$ cat src/rtl/sc_down_speed_timer.sv
// Speed-paced countdown timer: emits a one-clock tick every P prescaled units, P derived from speed.
// Optional 8-bit tick counter output enabled by defining SC_DOWNSPEEDTIMER_TICKCOUNT_EN.
module sc_down_speed_timer #(
  parameter int DOWNSPEEDTIMER_DATAWIDTH   = 8,
  parameter int DOWNSPEEDTIMER_COUNTWIDTH  = 16,
  parameter int DOWNSPEEDTIMER_BASE_PERIOD = 1000,
  parameter int DOWNSPEEDTIMER_STEP        = 8,
  parameter int DOWNSPEEDTIMER_MIN_PERIOD  = 50,
  parameter int DOWNSPEEDTIMER_PRESCALE    = 50000,
  parameter int DOWNSPEEDTIMER_PRESWIDTH   = 16
) (
  input  logic                                 SC_downSPEEDTIMER_CLOCK_50,
  input  logic                                 SC_downSPEEDTIMER_RESET_InLow,
  input  logic [DOWNSPEEDTIMER_DATAWIDTH-1:0]  SC_downSPEEDTIMER_speed_InBUS,
  input  logic                                 SC_downSPEEDTIMER_start_InLow,
  input  logic                                 SC_downSPEEDTIMER_pause_InLow,
  output logic                                 SC_downSPEEDTIMER_tick_Out,
  output logic [DOWNSPEEDTIMER_COUNTWIDTH-1:0] SC_downSPEEDTIMER_count_OutBUS,
  output logic                                 SC_downSPEEDTIMER_running_Out
`ifdef SC_DOWNSPEEDTIMER_TICKCOUNT_EN
  ,
  output logic [7:0]                           SC_downSPEEDTIMER_tickcount_OutBUS
`endif
);

  localparam int DW = DOWNSPEEDTIMER_DATAWIDTH;
  localparam int CW = DOWNSPEEDTIMER_COUNTWIDTH;
  localparam int PW = DOWNSPEEDTIMER_PRESWIDTH;
  localparam int FW = DW + CW;

  localparam logic [1:0] IDLE   = 2'd0;
  localparam logic [1:0] LOAD   = 2'd1;
  localparam logic [1:0] RUN    = 2'd2;
  localparam logic [1:0] PAUSED = 2'd3;

  // Evaluated at full width so a large speed clamps to the floor instead of wrapping.
  function automatic logic [CW-1:0] period_f(input logic [DW-1:0] spd);
    logic [FW-1:0] prod;
    logic [FW-1:0] span;
    prod = FW'(spd) * FW'(DOWNSPEEDTIMER_STEP);
    span = FW'(DOWNSPEEDTIMER_BASE_PERIOD - DOWNSPEEDTIMER_MIN_PERIOD);
    if (prod >= span) period_f = CW'(DOWNSPEEDTIMER_MIN_PERIOD);
    else              period_f = CW'(FW'(DOWNSPEEDTIMER_BASE_PERIOD) - prod);
  endfunction

  logic [1:0]    state_q, state_d;
  logic [CW-1:0] count_q, count_d;
  logic [PW-1:0] pres_q,  pres_d;
  logic          tick_q,  tick_d;
`ifdef SC_DOWNSPEEDTIMER_TICKCOUNT_EN
  logic [7:0]    tc_q,    tc_d;
`endif

  always_comb begin
    state_d = state_q;
    count_d = count_q;
    pres_d  = pres_q;
    tick_d  = 1'b0;
`ifdef SC_DOWNSPEEDTIMER_TICKCOUNT_EN
    tc_d    = tc_q;
`endif
    case (state_q)
      IDLE: begin
        if (!SC_downSPEEDTIMER_start_InLow) state_d = LOAD;
      end
      LOAD: begin
        state_d = RUN;
        count_d = period_f(SC_downSPEEDTIMER_speed_InBUS);
        pres_d  = '0;
`ifdef SC_DOWNSPEEDTIMER_TICKCOUNT_EN
        tc_d    = 8'd0;
`endif
      end
      RUN, PAUSED: begin
        if (!SC_downSPEEDTIMER_start_InLow) begin
          state_d = LOAD;
        end else if (!SC_downSPEEDTIMER_pause_InLow) begin
          state_d = PAUSED;
        end else begin
          // Leaving PAUSED counts on the same edge, so a pause costs exactly its own length.
          state_d = RUN;
          if (pres_q == PW'(DOWNSPEEDTIMER_PRESCALE - 1)) begin
            pres_d = '0;
            if (count_q > CW'(1)) begin
              count_d = count_q - CW'(1);
            end else begin
              count_d = period_f(SC_downSPEEDTIMER_speed_InBUS);
              tick_d  = 1'b1;
`ifdef SC_DOWNSPEEDTIMER_TICKCOUNT_EN
              tc_d    = tc_q + 8'd1;
`endif
            end
          end else begin
            pres_d = pres_q + PW'(1);
          end
        end
      end
      default: state_d = IDLE;
    endcase
  end

  always_ff @(posedge SC_downSPEEDTIMER_CLOCK_50 or negedge SC_downSPEEDTIMER_RESET_InLow) begin
    if (!SC_downSPEEDTIMER_RESET_InLow) begin
      state_q <= IDLE;
      count_q <= '0;
      pres_q  <= '0;
      tick_q  <= 1'b0;
`ifdef SC_DOWNSPEEDTIMER_TICKCOUNT_EN
      tc_q    <= 8'd0;
`endif
    end else begin
      state_q <= state_d;
      count_q <= count_d;
      pres_q  <= pres_d;
      tick_q  <= tick_d;
`ifdef SC_DOWNSPEEDTIMER_TICKCOUNT_EN
      tc_q    <= tc_d;
`endif
    end
  end

  assign SC_downSPEEDTIMER_tick_Out     = tick_q;
  assign SC_downSPEEDTIMER_count_OutBUS = count_q;
  assign SC_downSPEEDTIMER_running_Out  = (state_q == RUN) || (state_q == PAUSED);
`ifdef SC_DOWNSPEEDTIMER_TICKCOUNT_EN
  assign SC_downSPEEDTIMER_tickcount_OutBUS = tc_q;
`endif

endmodule

$ cat config.mk
export PLATFORM = sky130hd
export DESIGN_NAME = sc_down_speed_timer
export DESIGN_NICKNAME = d
export VERILOG_FILES = /design/src/rtl/sc_down_speed_timer.sv
export SDC_FILE = /design/constraint.sdc
export NUM_CORES = 1
export LEC_CHECK = 0
export BUFFER_PORTS_ARGS = -buffer_cell sky130_fd_sc_hd__buf_2
export CAP_MARGIN = 20
export CORE_UTILIZATION = 57
export DETAILED_ROUTE_END_ITERATION = 12
export PLACE_DENSITY_LB_ADDON = 0.05
export SETUP_SLACK_MARGIN = 0.1
export SYNTH_ARGS = -nofsm -noshare
export SYNTH_HDL_FRONTEND = slang
export SYNTH_SLANG_ARGS = --single-unit
$ cat constraint.sdc
create_clock -name SC_downSPEEDTIMER_CLOCK_50 -period 3.1 [get_ports SC_downSPEEDTIMER_CLOCK_50]
set_input_delay 0.31 -clock SC_downSPEEDTIMER_CLOCK_50 [delete_from_list [all_inputs] [get_ports SC_downSPEEDTIMER_CLOCK_50]]
set_output_delay 0.31 -clock SC_downSPEEDTIMER_CLOCK_50 [all_outputs]
set_load 0.01 [all_outputs]
# Yosys cells after proc, flatten, opt, wreduce, memory -nomap -nowiden
# Cells that the tools add are included.
# Widths: inputs -> output; s select.
dict set report op_classes {
  magnitude_cmp 2
  addsub 3
  n_div 0
  eq_ne 8
  n_mul 0
  n_reduce_logical 6
  bitwise_logic 0
  shifts 0
  muxes 19
}
# operator count
set ops {}
lappend ops {{$mux 16} 8}
lappend ops {{$pmux 16 s2} 2}
lappend ops {{$add 16x1->16 const B} 1}
lappend ops {{$eq 16x16->1 const B} 1}
lappend ops {{$gt 16x1->1 const B} 1}
lappend ops {{$sub 16x1->16 const B} 1}
lappend ops {{$sub 10x11->12 const A} 1}
lappend ops {{$ge 11x10->1 const B} 1}
lappend ops {{$ne 2x2->1 const B} 4}
lappend ops {{$mux 1} 6}
lappend ops {{$pmux 2 s3} 1}
lappend ops {{$eq 2x2->1 const B} 2}
lappend ops {{$mux 2} 2}
lappend ops {{$reduce_and 4->1} 1}
lappend ops {{$reduce_and 3->1} 1}
lappend ops {{$eq 2x1->1 const B} 1}
lappend ops {{$logic_not 2->1} 1}
lappend ops {{$reduce_bool 2->1} 1}
lappend ops {{$reduce_or 2->1} 1}
lappend ops {{$logic_or 1x1->1} 1}
dict set report word_totals {
  memories 0
  output_inout_bits 18
  reg_bits 35
  latch_bits 0
  ramBits 0
  romBits 0
}

# Longest topological paths before layout
dict set report depth {
  word_depth 7
  mapped_depth 8
  depth_no_buf 7
}

# Worst setup path after synthesis
# No wires, ideal clock.
dict set report synth_path {
  kind {register to register}
  startpoint {register count_q[10], in the netlist SC_downSPEEDTIMER_count_OutBUS[10]}
  endpoint {register count_q[5], in the netlist SC_downSPEEDTIMER_count_OutBUS[5]}
  n_path_buf 2
  setup_time_ns 0.122
  required_ns 2.978
  setup_slack_ns 0.744
  path_stages_with_launch 8
  arrival_ns 2.235
  cell_sequence {dfrtp_1 -> or4_1 -> buf_2 -> or3_4 -> o31ai_4 -> buf_6 -> nand3_1 -> a32o_1}
}
dict set report synth_via {
  elab_chain_cells 6
}
# element line_no
set synth_rtl {}
lappend synth_rtl {{start, declared} 47} ;# logic [CW-1:0] count_q, count_d;
lappend synth_rtl {{start signal, assigned} 113} ;# count_q <= count_d;
lappend synth_rtl {{$gt 16x1->1} 84} ;# if (count_q > CW'(1)) begin
lappend synth_rtl {{$mux 16} 84}
lappend synth_rtl {{$mux 16} 82} ;# if (pres_q == PW'(DOWNSPEEDTIMER_PRESCALE - 1)) begin
lappend synth_rtl {{$mux 16} 77} ;# end else if (!SC_downSPEEDTIMER_pause_InLow) begin
lappend synth_rtl {{$mux 16} 75} ;# if (!SC_downSPEEDTIMER_start_InLow) begin
lappend synth_rtl {{$pmux 16 s2} 62} ;# case (state_q)
# No other way between the ends. The select of a mux whose other input is x is not followed.
# A chain may end at the register's enable or synchronous reset.

# Final worst setup path
dict set report layout_path {
  startpoint {register count_q[10], in the netlist SC_downSPEEDTIMER_count_OutBUS[10]}
  endpoint {register count_q[7], in the netlist SC_downSPEEDTIMER_count_OutBUS[7]}
}
# The elaborated chain is that of the path after synthesis.

==> results.md <==
* Post-synthesis xor/xnor area fraction at 0.0451
* Total of max-cap violations at 0
* # rows at 21
* Post-CTS Setup Bufs at 0
* CTS Buf Count at 5
* Final nets at between 200 and 300
* Post-synth EDFFs at 0
* Sequential power share at 0.372
* Final setup fails at 0
* I/O pin total at 30
* Power per Cell Area at ~760 nW/um2
* Yosys cell types at 56
* Post-synthesis simple-gate area fraction at 0.265
* Post-synth ARST share at 1.00
* CP max FO at 16
* Drt drc at 0
* Area of placed instances at approximately 2300 um2
* Worst Skew at 2.60 ps
* Min Tclk post-route at between 2000 and 3000 ps
* Commonest non-fill, non-tap cell in the layout: dfrtp_1
* Main combinational cell family by area after synthesis: simple AND/OR/NAND/NOR gates
* Area added between synthesis and finish at 13.7%
* Startpoint types: flip-flop
* Cell Int Power at around 1100 uW
* CP Class: flip-flop to flip-flop
* Syn Area/Cell at around 9 um2
* Initial antenna violation count at 0
* Final slew viol count at 0
* # clock sinks at 35
* Dominant synthesized flop cell: dfrtp_1
* Adder-Cell Fraction of Synth Area at 0.0234
* Dpl hpwl at about 3600 um
* Pin count of the biggest net entering global routing at 36
* Die width at around 63 um
* Top-area cell type share of the netlist area at 0.410
* H-tree lvl count at 2
* Worst-Skew Late Latency at just under 300 ps
* Global-route wire length before repair at slightly below 9000 um
* Final ANT Viol Nets at 0
* Max_slew headroom at 0.475
* Crit share post-route at 0.861
* Psw at ~800 uW
* Status: finished clean
* F_max at ~370 MHz
* Hold_buf cts at 0
* Worst-path clk slew at ~70 ps
* GR Overflow Total at 0
* Gpl congestion at 0.822
* Worst Path Required at 3280 ps
* 1st-iter DRT viols at 160
* Length of the first detailed-routing pass in iterations at 4
* Bufs on Longest Clock Path at 2
* Sequential share of the synthesized area at 0.410
* Power Total at around 1900 uW
* Setup WS pre-CTS at ~480 ps
* Core region area at roughly 3500 um2
* Drt wl/cell at 16.0 um
* Setup tns final at 0 ps
* RSZ-0062 raised after global routing: false
* Drt via density at between 6 and 7
* Leak at around 0.001 uW
* Die Y at between 60 and 70 um
* Worst Path Arrival at 2850 ps
* WL final at around 5100 um
* Hold Fails Final Rpt at 0
* Post-synthesis mux area share at 0.00995
* Element type at the critical path end: flip-flop
* Worst setup margin at approximately 430 ps
* DR vias at between 2,000 and 2,500
* Layout cell share with drive strength beyond 1 at 0.186
* Clock power frac at 0.182
* Most frequent cells in the layout: dfrtp_1, buf_2, nor2_1, nand2_1, o21ai_0
* Synth Area in Compound Gates at 0.213
* CTS tree: done
* Yosys reg bits at 35
* Hold Crit Class: input pin to asynchronous set/reset pin
* Die area at approximately 4000 um2
* Synth area leaders: dfrtp_1, nor2_1, o21ai_0
* Clk root buf: clkbuf_8
* Actual slew at the worst max-slew pin at 787 ps
* Syn_nets at between 200 and 300
* CTS resizes at 0
* ANT cells at 0
* Synth Cell Area at around 2100 um2
* PortBufs at 29
* Switching share of power at 0.432
* Final Cell Area at 2430 um2
* Overall Global Routing Usage at 0.287
* Mapped Cells at between 200 and 250
* VDD IR max at around 0.00070 V
* Cell taking the most area after synthesis: dfrtp_1
* Starting Density at 0.616
* Number of global-route vias before repair at roughly 1,900
* Logic pwr share at 0.446
* Yosys warns at 0
==> layer usage <==
metal | vias to the layer above | part of all wire | GRT usage
li1 | 982 | - | -
met1 | 960 | 0.45 | 0.381
met2 | 58 | 0.49 | 0.469
met3 | 7 | 0.042 | 0.0543
met4 | 0 | 0.016 | 0.0966
met5 | - | 0 | 0
==> worst max-delay path: stages, from the launching register on <==
cell,delay [ps]
dfrtp_1,450
or4_1,630
or3_4,400
o31ai_4,580
o21ai_0,180
a221o_1,310
==> final timing paths <==
path                                                                   end  cells past startpoint                          startpoint  slack, ps
max                                      SC_downSPEEDTIMER_count_OutBUS[7]                      5  SC_downSPEEDTIMER_count_OutBUS[10]        430
min                                                             pres_q[13]                      1       SC_downSPEEDTIMER_RESET_InLow        100
max reg2reg                              SC_downSPEEDTIMER_count_OutBUS[7]                      5  SC_downSPEEDTIMER_count_OutBUS[10]        430
min reg2reg                                                      pres_q[0]                      1                           pres_q[0]        520
max in group asynchronous                SC_downSPEEDTIMER_count_OutBUS[5]                      1       SC_downSPEEDTIMER_RESET_InLow       2510
min in group SC_downSPEEDTIMER_CLOCK_50                         state_q[0]                      2       SC_downSPEEDTIMER_start_InLow        230
==> power groups by stage <==
stage	combinational [uW]	sequential, uW	clock [uW]
2_1_floorplan	581	676	0
3_3_place_gp	813	693	0
5_1_grt	918	714	362
6_report	828	690	339
4_1_cts	824	687	342
3_5_place_dp	821	693	0
==> area by class of cell <==
type	instances	area, um2
clock buffer	6	82.6
clock inverter	1	5.00
fill	297	1040
inverter	8	30.0
multi-input combinational	189	1190
sequential	35	876
tap	46	57.6
timing repair buffer	35	190
==> Yosys cell counts (3+ instances only) <==
cell and count:
inv_1 8, clkbuf_1 6, and3_1 4, nor4_1 5, xor2_1 7, a31oi_1 6
nand3_1 14, dfrtp_1 35, o2bb2ai_1 3, or4_1 5, ha_1 4, nor2_1 25
nand2b_1 3, a22o_1 4, xnor2_1 4, o21ai_0 17, nand2_1 22, nor3_1 10
a21oi_1 10, nand4_1 7
==> cell families (layout without fill, tap and decap cells) <==
group | Yosys count | in the layout
AO/OA/AOI/OAI | 64 | 64
flip-flops | 35 | 35
AND/OR/NAND/NOR | 108 | 108
XOR/XNOR | 11 | 11
adder cells (fa/ha/maj) | 4 | 4
multiplexers | 2 | 2
buffers and inverters | 17 | 50
==> registers in the layout (all words and copies together) (netlist names) <==
| signal | cells |
|---|---|
| SC_downSPEEDTIMER_tick_Out | 1 |
| SC_downSPEEDTIMER_count_OutBUS | 16 |
| pres_q | 16 |
| state_q | 2 |
==> per-stage QoR <==
step                hold slack [ps]   util  std cells
finish                         99.3  0.701        320
global route                    162  0.701        320
CTS                             128  0.701        320
detailed placement              437  0.675        313
global placement                440  0.675        313
floorplan                      14.4      -        241
(Power assumes the default switching activity.)
